==> src/rtl/cpu_types_pkg.sv <==
// Shared CPU type definitions: pipeline controller state encoding.
package cpu_types_pkg;

    typedef enum logic [1:0] {
        RUN    = 2'd0,
        DRAIN  = 2'd1,
        HALTED = 2'd2
    } pipe_state_t;

endpackage

==> src/rtl/pipe_perf_cnt.sv <==
// Free-running cycle and stall counters for the pipeline controller; both wrap.
module pipe_perf_cnt #(
    parameter int CNT_W = 32
) (
    input  logic             CLK,
    input  logic             nRST,
    input  logic             cyc_inc,
    input  logic             stall_inc,
    output logic [CNT_W-1:0] cycle_cnt,
    output logic [CNT_W-1:0] stall_cnt
);

    logic [CNT_W-1:0] cycle_cnt_q, cycle_cnt_d;
    logic [CNT_W-1:0] stall_cnt_q, stall_cnt_d;

    always_comb begin
        cycle_cnt_d = cycle_cnt_q + {{(CNT_W-1){1'b0}}, cyc_inc};
        stall_cnt_d = stall_cnt_q + {{(CNT_W-1){1'b0}}, stall_inc};
    end

    always_ff @(posedge CLK or negedge nRST) begin
        if (!nRST) begin
            cycle_cnt_q <= '0;
            stall_cnt_q <= '0;
        end else begin
            cycle_cnt_q <= cycle_cnt_d;
            stall_cnt_q <= stall_cnt_d;
        end
    end

    assign cycle_cnt = cycle_cnt_q;
    assign stall_cnt = stall_cnt_q;

endmodule

==> src/rtl/pipeline_ctrl.sv <==
// Pipeline stall/flush/halt controller. Define PIPE_PERF_CNT_EN to build the
// cycle/stall performance counters; otherwise the counter ports read 0.
module pipeline_ctrl
    import cpu_types_pkg::*;
#(
    parameter int NUM_STAGES   = 5,
    parameter int BRANCH_STAGE = 2,
    parameter int CNT_W        = 32
) (
    input  logic                  CLK,
    input  logic                  nRST,
    input  logic                  ihit,
    input  logic                  dhit,
    input  logic                  dmem_req,
    input  logic                  hazard,
    input  logic                  branch_taken,
    input  logic                  halt_req,
    output logic [NUM_STAGES-2:0] stage_en,
    output logic [NUM_STAGES-2:0] stage_flush,
    output logic                  pc_en,
    output logic                  pc_sel,
    output logic                  imemREN,
    output logic                  halt,
    output logic [CNT_W-1:0]      cycle_cnt,
    output logic [CNT_W-1:0]      stall_cnt
);

    localparam int              DCW        = $clog2(NUM_STAGES);
    localparam logic [DCW-1:0]  DRAIN_LOAD = DCW'(NUM_STAGES - 2);

    pipe_state_t    state_q, state_d;
    logic [DCW-1:0] drain_q, drain_d;
    logic           halt_q, halt_d;
    logic           dstall, istall;

    always_comb begin
        imemREN     = (state_q == RUN);
        dstall      = dmem_req & ~dhit;
        istall      = imemREN & ~ihit;
        stage_en    = '1;
        stage_flush = '0;
        pc_en       = 1'b1;
        pc_sel      = 1'b0;
        state_d     = state_q;
        drain_d     = drain_q;
        halt_d      = halt_q;

        if (state_q == HALTED) begin
            stage_en = '0;
            pc_en    = 1'b0;
        end else begin
            if (dstall) begin
                stage_en = '0;
                pc_en    = 1'b0;
            end else if (branch_taken) begin
                for (int i = 0; i < NUM_STAGES - 1; i++)
                    stage_flush[i] = (i < BRANCH_STAGE);
                pc_sel = 1'b1;
            end else if (hazard) begin
                stage_en[0]    = 1'b0;
                stage_flush[1] = 1'b1;
                pc_en          = 1'b0;
            end else if (istall) begin
                stage_flush[0] = 1'b1;
                pc_en          = 1'b0;
            end

            // While draining nothing new enters; a taken branch still redirects the PC.
            if (state_q == DRAIN) begin
                stage_flush[0] = 1'b1;
                if (dstall || !branch_taken)
                    pc_en = 1'b0;
            end

            if (state_q == RUN) begin
                if (halt_req && !dstall && !branch_taken) begin
                    state_d = DRAIN;
                    drain_d = DRAIN_LOAD;
                end
            end else if (!dstall) begin
                // The counter holds the drain cycles left, including the current one.
                if (branch_taken) begin
                    state_d = RUN;
                    drain_d = '0;
                end else if (drain_q <= DCW'(1)) begin
                    state_d = HALTED;
                    drain_d = '0;
                    halt_d  = 1'b1;
                end else begin
                    drain_d = drain_q - 1'b1;
                end
            end
        end
    end

    always_ff @(posedge CLK or negedge nRST) begin
        if (!nRST) begin
            state_q <= RUN;
            drain_q <= '0;
            halt_q  <= 1'b0;
        end else begin
            state_q <= state_d;
            drain_q <= drain_d;
            halt_q  <= halt_d;
        end
    end

    assign halt = halt_q;

`ifdef PIPE_PERF_CNT_EN
    logic cyc_inc, stall_inc;
    assign cyc_inc   = (state_q != HALTED);
    assign stall_inc = dstall | hazard | istall;

    pipe_perf_cnt #(.CNT_W(CNT_W)) u_perf_cnt (
        .CLK       (CLK),
        .nRST      (nRST),
        .cyc_inc   (cyc_inc),
        .stall_inc (stall_inc),
        .cycle_cnt (cycle_cnt),
        .stall_cnt (stall_cnt)
    );
`else
    assign cycle_cnt = '0;
    assign stall_cnt = '0;
`endif

endmodule

==> config.mk <==
export PLATFORM = sky130hd
export DESIGN_NAME = pipeline_ctrl
export DESIGN_NICKNAME = d
export VERILOG_FILES = /design/src/rtl/cpu_types_pkg.sv /design/src/rtl/pipe_perf_cnt.sv /design/src/rtl/pipeline_ctrl.sv
export SDC_FILE = /design/constraint.sdc
export NUM_CORES = 1
export LEC_CHECK = 0
export ABC_CLOCK_PERIOD_IN_PS = 1750
export CORE_ASPECT_RATIO = 1.25
export CORE_MARGIN = 10
export CORE_UTILIZATION = 34
export DETAILED_ROUTE_END_ITERATION = 16
export PLACE_DENSITY = 0.95
export SETUP_SLACK_MARGIN = 0.02
export SYNTH_ARGS = -nofsm -noshare
export SYNTH_HDL_FRONTEND = slang
export SYNTH_HIERARCHICAL = 1
export SYNTH_SLANG_ARGS = --single-unit
==> constraint.sdc <==
create_clock -name CLK -period 1.75 [get_ports CLK]
set_input_delay 0.175 -clock CLK [delete_from_list [all_inputs] [get_ports CLK]]
set_output_delay 0.175 -clock CLK [all_outputs]
set_load 0.01 [all_outputs]
# Word-level counts from Yosys, hierarchy flattened
# Index checks and enable logic that the tools add are counted.
# classes
addsub,1
multipliers,0
div,0
n_lt_le_gt_ge,1
n_eq_ne,4
shift,0
n_mux,32
n_bitwise,8
n_reduce_logical,10
# ops
cell,count
3-bit two-way mux,6
1-bit two-way mux,17
2-bit two-way mux,7
4-bit two-way mux,2
1-bit inverter,6
5-bit AND reduction,1
4-bit AND reduction,1
3-bit by 1-bit <= comparator with 1-bit output (second input constant),1
3-bit AND reduction,1
3-bit nonzero test,1
3-bit by 1-bit subtractor with 3-bit output (second input constant),1
1-bit AND,2
2-bit by 1-bit equality test with 1-bit output (second input constant),1
2-bit equality test (second input constant),1
1-bit logical AND,2
1-bit logical NOT,2
2-bit logical NOT,1
2-bit by 1-bit != test with 1-bit output (second input constant),1
2-bit != test (second input constant),1
1-bit logical OR,1
# totals
register_bits,6
latch_bits,0
mem_bits_rw,0
rom_bits,0
inputBits,8
output_inout_bits,76
word_cells,59
n_memories,0

# Logic depth before layout (Yosys ltp)
# logic_depth
ltp_word,9
depth_mapped,5

# Worst setup path before layout
# Ideal clock, no wire load.
# synth_path
path_type,register to output
from,register state_q[0]
to,output stage_en[2]
t_arrival_ns,1.009
path_slack_ns,0.566
path_stages_with_launch,6
path_buffers,2
cell_sequence,dfrtp_1 -> buf_6 -> nand2b_1 -> nand2_1 -> inv_1 -> buf_4
# synth_via
elab_chain_cells,2
# synth_lines
item,line_no,source
"start, declared",pipeline_ctrl.sv:31,"pipe_state_t state_q, state_d;"
"start signal, assigned",pipeline_ctrl.sv:102,state_q <= state_d;
2-bit equality test,pipeline_ctrl.sv:48,if (state_q == HALTED) begin
4-bit two-way mux,pipeline_ctrl.sv:48,
"end, declared",pipeline_ctrl.sv:18,"output logic [NUM_STAGES-2:0] stage_en,"
# No other way between the ends.

# Final worst setup path
# layout_path
from,register state_q[0]
to,output pc_en
# layout_via
elab_chain_cells,9
word_cells_on_any_way,11
# layout_lines
item,line_no,source
2-bit logical NOT,pipeline_ctrl.sv:37,imemREN = (state_q == RUN);
1-bit AND,pipeline_ctrl.sv:39,istall = imemREN & ~ihit;
1-bit two-way mux,pipeline_ctrl.sv:63,end else if (istall) begin
1-bit two-way mux,pipeline_ctrl.sv:59,end else if (hazard) begin
1-bit two-way mux,pipeline_ctrl.sv:55,end else if (branch_taken) begin
1-bit two-way mux,pipeline_ctrl.sv:52,if (dstall) begin
1-bit two-way mux,pipeline_ctrl.sv:71,if (dstall || !branch_taken)
1-bit two-way mux,pipeline_ctrl.sv:69,if (state_q == DRAIN) begin
1-bit two-way mux *,pipeline_ctrl.sv:48,
"end, declared",pipeline_ctrl.sv:20,"output logic pc_en,"
# Every way passes the cells marked *; elsewhere a longest branch is shown, timed or not.

==> results.txt <==
Outcome -> finished clean
Max Clock Freq -> 617 MHz
Main synth FF type -> dfrtp_1
Yosys reg bits -> 6
Synth warn -> 6
Seq/Total Area, Yosys -> 15.7%
H-tree depth -> 1
Slowest cell on the critical path -> dfrtp_1
Combinational Power Share -> 64.5%
Hold slack final -> 0.171 ns
Reg clk slew, reported paths -> 0.05 ns
Number of flops mapped to enable cells by yosys -> 0
Mapped Cells -> 117
Critical path class -> register to primary output
Distinct cell type count after synthesis -> 30
FP Rows -> 21
Clock share of power -> 11.1%
DRT Pass-1 Iters -> 4
Layout cells sized above 1 -> 10.6%
P&R area growth vs syn -> 1.05%
Syn_area_per_cell -> 8.16 µm²
Crit path required time -> 1.57 ns
Dpl hpwl -> 1.86 mm
Fin nets -> 153
Final setup fails -> 0
Placer Congestion -> 0.865
Period utilisation layout -> 92.5%
LEAKAGE -> 0.541 nW
Reg area -> 150 µm²
CTS tree -> built
Flop pwr share -> 24.5%
Top cell type's share of synthesized area -> 53.5%
GRT Overall Usage -> 6.69%
Later-pin clock latency in the skew report -> 0.24 ns
Vias in the first global route -> 632
Pin count of the biggest net entering global routing -> 8
Hold crit path type -> input pin to async pin
IO Pins -> 84
Avg WL per Cell -> 11.6 µm
Initial antenna violation count -> 0
Vias post-DR -> 621
RSZ-0062 raised after global routing -> false
Worst VDD drop -> 0.457 mV
CORE AREA -> 2680 µm²
Clock sink count -> 6
CP peak stage delay -> 0.39 ns
First-pass GRT wire length -> 2.83 mm
Synth area leaders -> buf_4, dfrtp_1, a21oi_1, ha_1, nor4_4
Layout Skew -> 0.00725 ns
Largest area contributor in the netlist -> buf_4
Die Y -> 79.2 µm
Crit. End Element -> primary output
Wirelength, routed -> 2.03 mm
# fillers -> 292
Antenna Diode Count -> 0
Final Max Slew Viols -> 0
Root buffer cell -> clkbuf_4
Pint -> 614 µW
Clk buf depth -> 2
PD cells -> 1170 nW/µm²
Port bufs -> 17
DRC violations left -> 0
Die W -> 67.4 µm
Total gr overflow -> 0
Data arrival time of the critical path -> 1.44 ns
Post-cts hold buffer count -> 0
Sw power -> 511 µW
Crit-path max FO -> 3
Post-route ant nets -> 0
Ys async rst share -> 100%
Minimum clock period after layout -> 1.62 ns
R2R Setup Slk -> 0.44 ns
Sw frac -> 45.4%
Type of origin of the critical path -> register
Crit-path cells -> buf_4 -> and2b_1 -> o21bai_1 -> a21oi_1 -> dlygate4sd2_1
Post-synthesis instance area -> 955 µm²
# Max-Cap Violations -> 0
Die Area -> 5340 µm²
CTS Buf Count -> 3
Vias per Instance -> 3.55
Initial Util -> 35.6%
Final Hold Viols -> 0
Multi-input logic area -> 505 µm²
PnR Total Power -> 1.13 mW
Number of DRC markers in iteration 0 -> 20
cell usage in the layout (no fill, tap or decap), drive strengths merged, types with 2 or more instances in the layout:
cell type,instances
conb,66
clkdlybuf4s50,8
dlygate4sd2,8
buf,8
dfrtp,6
nor2,5
a21oi,5
inv,5
clkbuf,3
o21ai,3
and2b,2
nand2b,2
ha,2
worst max-delay path: cells and delay by family (launching register included):
| family | cells | cell delay [ns] |
|---|---|---|
| DFF | 1 | 0.39 |
| and+or+nand+nor | 1 | 0.18 |
| buffers and inverters | 2 | 0.44 |
| AOI/OAI and AO/OA | 2 | 0.19 |
flip-flops by register name, summed over array words and instances (netlist names):
name,count
drain_q,3
halt,1
state_q,2
power by group through the flow:
stage,combinational [mW],clock [mW],sequential (mW)
5_1_grt,0.807,0.138,0.285
6_report,0.726,0.125,0.276
4_1_cts,0.732,0.135,0.275
3_5_place_dp,0.757,0,0.286
3_3_place_gp,0.735,0,0.281
2_1_floorplan,0.595,0,0.271
cell type report:
class / instances / share of cell area (%)
clock buffer: 3 / 2.33
inverter: 5 / 2.20
multi-input combinational: 102 / 52.4
sequential: 6 / 15.6
tap: 34 / 4.41
timing repair buffer: 25 / 23.1
worst paths after layout:
path                              endpoint       start  cells after the start
max in group asynchronous       state_q[0]        nRST                      1
min in group CLK                      halt        halt                      1
worst max-delay path                 pc_en  state_q[0]                      5
worst min register to register        halt        halt                      1
worst max register to register  drain_q[1]  drain_q[0]                      4
worst min-delay path            drain_q[0]        nRST                      1
metal layers:
layer  up-vias  track usage [%]  wire [µm]  share of wire [%]
li1        298                -          -                  -
met1       268             6.62        708                 35
met2        53             11.1        967                 48
met3         2             2.81        345                 17
met4         0             4.32          8               0.39
met5         -                0          0                  0
synth_stat cells, types with 2 or more instances:
master    instances
ha_1              2
inv_1             4
dfrtp_1           6
nand2b_1          2
and2b_1           2
nor2_1            5
a21oi_1           5
buf_4            68
o21ai_0           2
cell families (layout without fill, tap and decap cells):
group	Yosys count	after routing	synth area share, %
simple gates	15	15	10.9
buf+inv	74	33	56.9
compound gates	19	19	13.5
fa+ha+maj	2	2	2.62
other cells	1	66	0.393
flops	6	6	15.7
metrics by stage:
step           area [µm²]  worst slack, ns  setup TNS (ns)  utilization, %  instances
6_report              965            0.131               0            36.0        175
4_1_cts               962           0.0248               0            35.9        175
3_3_place_gp          942          -0.0289         -0.0646            35.2        171
2_1_floorplan        1200            0.566               0               -        182
5_1_grt               965           0.0431               0            36.0        175
3_5_place_dp          942          -0.0478          -0.112            35.2        171
repair_timing:
action | 4_1_cts | 5_1_grt
buffers inserted | 1 | 0
cloned | 0 | 0
endpoints found under the hold margin | 0 | 0
gates resized for setup | 8 | 1
setup endpoints to repair | 9 | 1
Note: power is estimated with default switching activity, not from simulation.
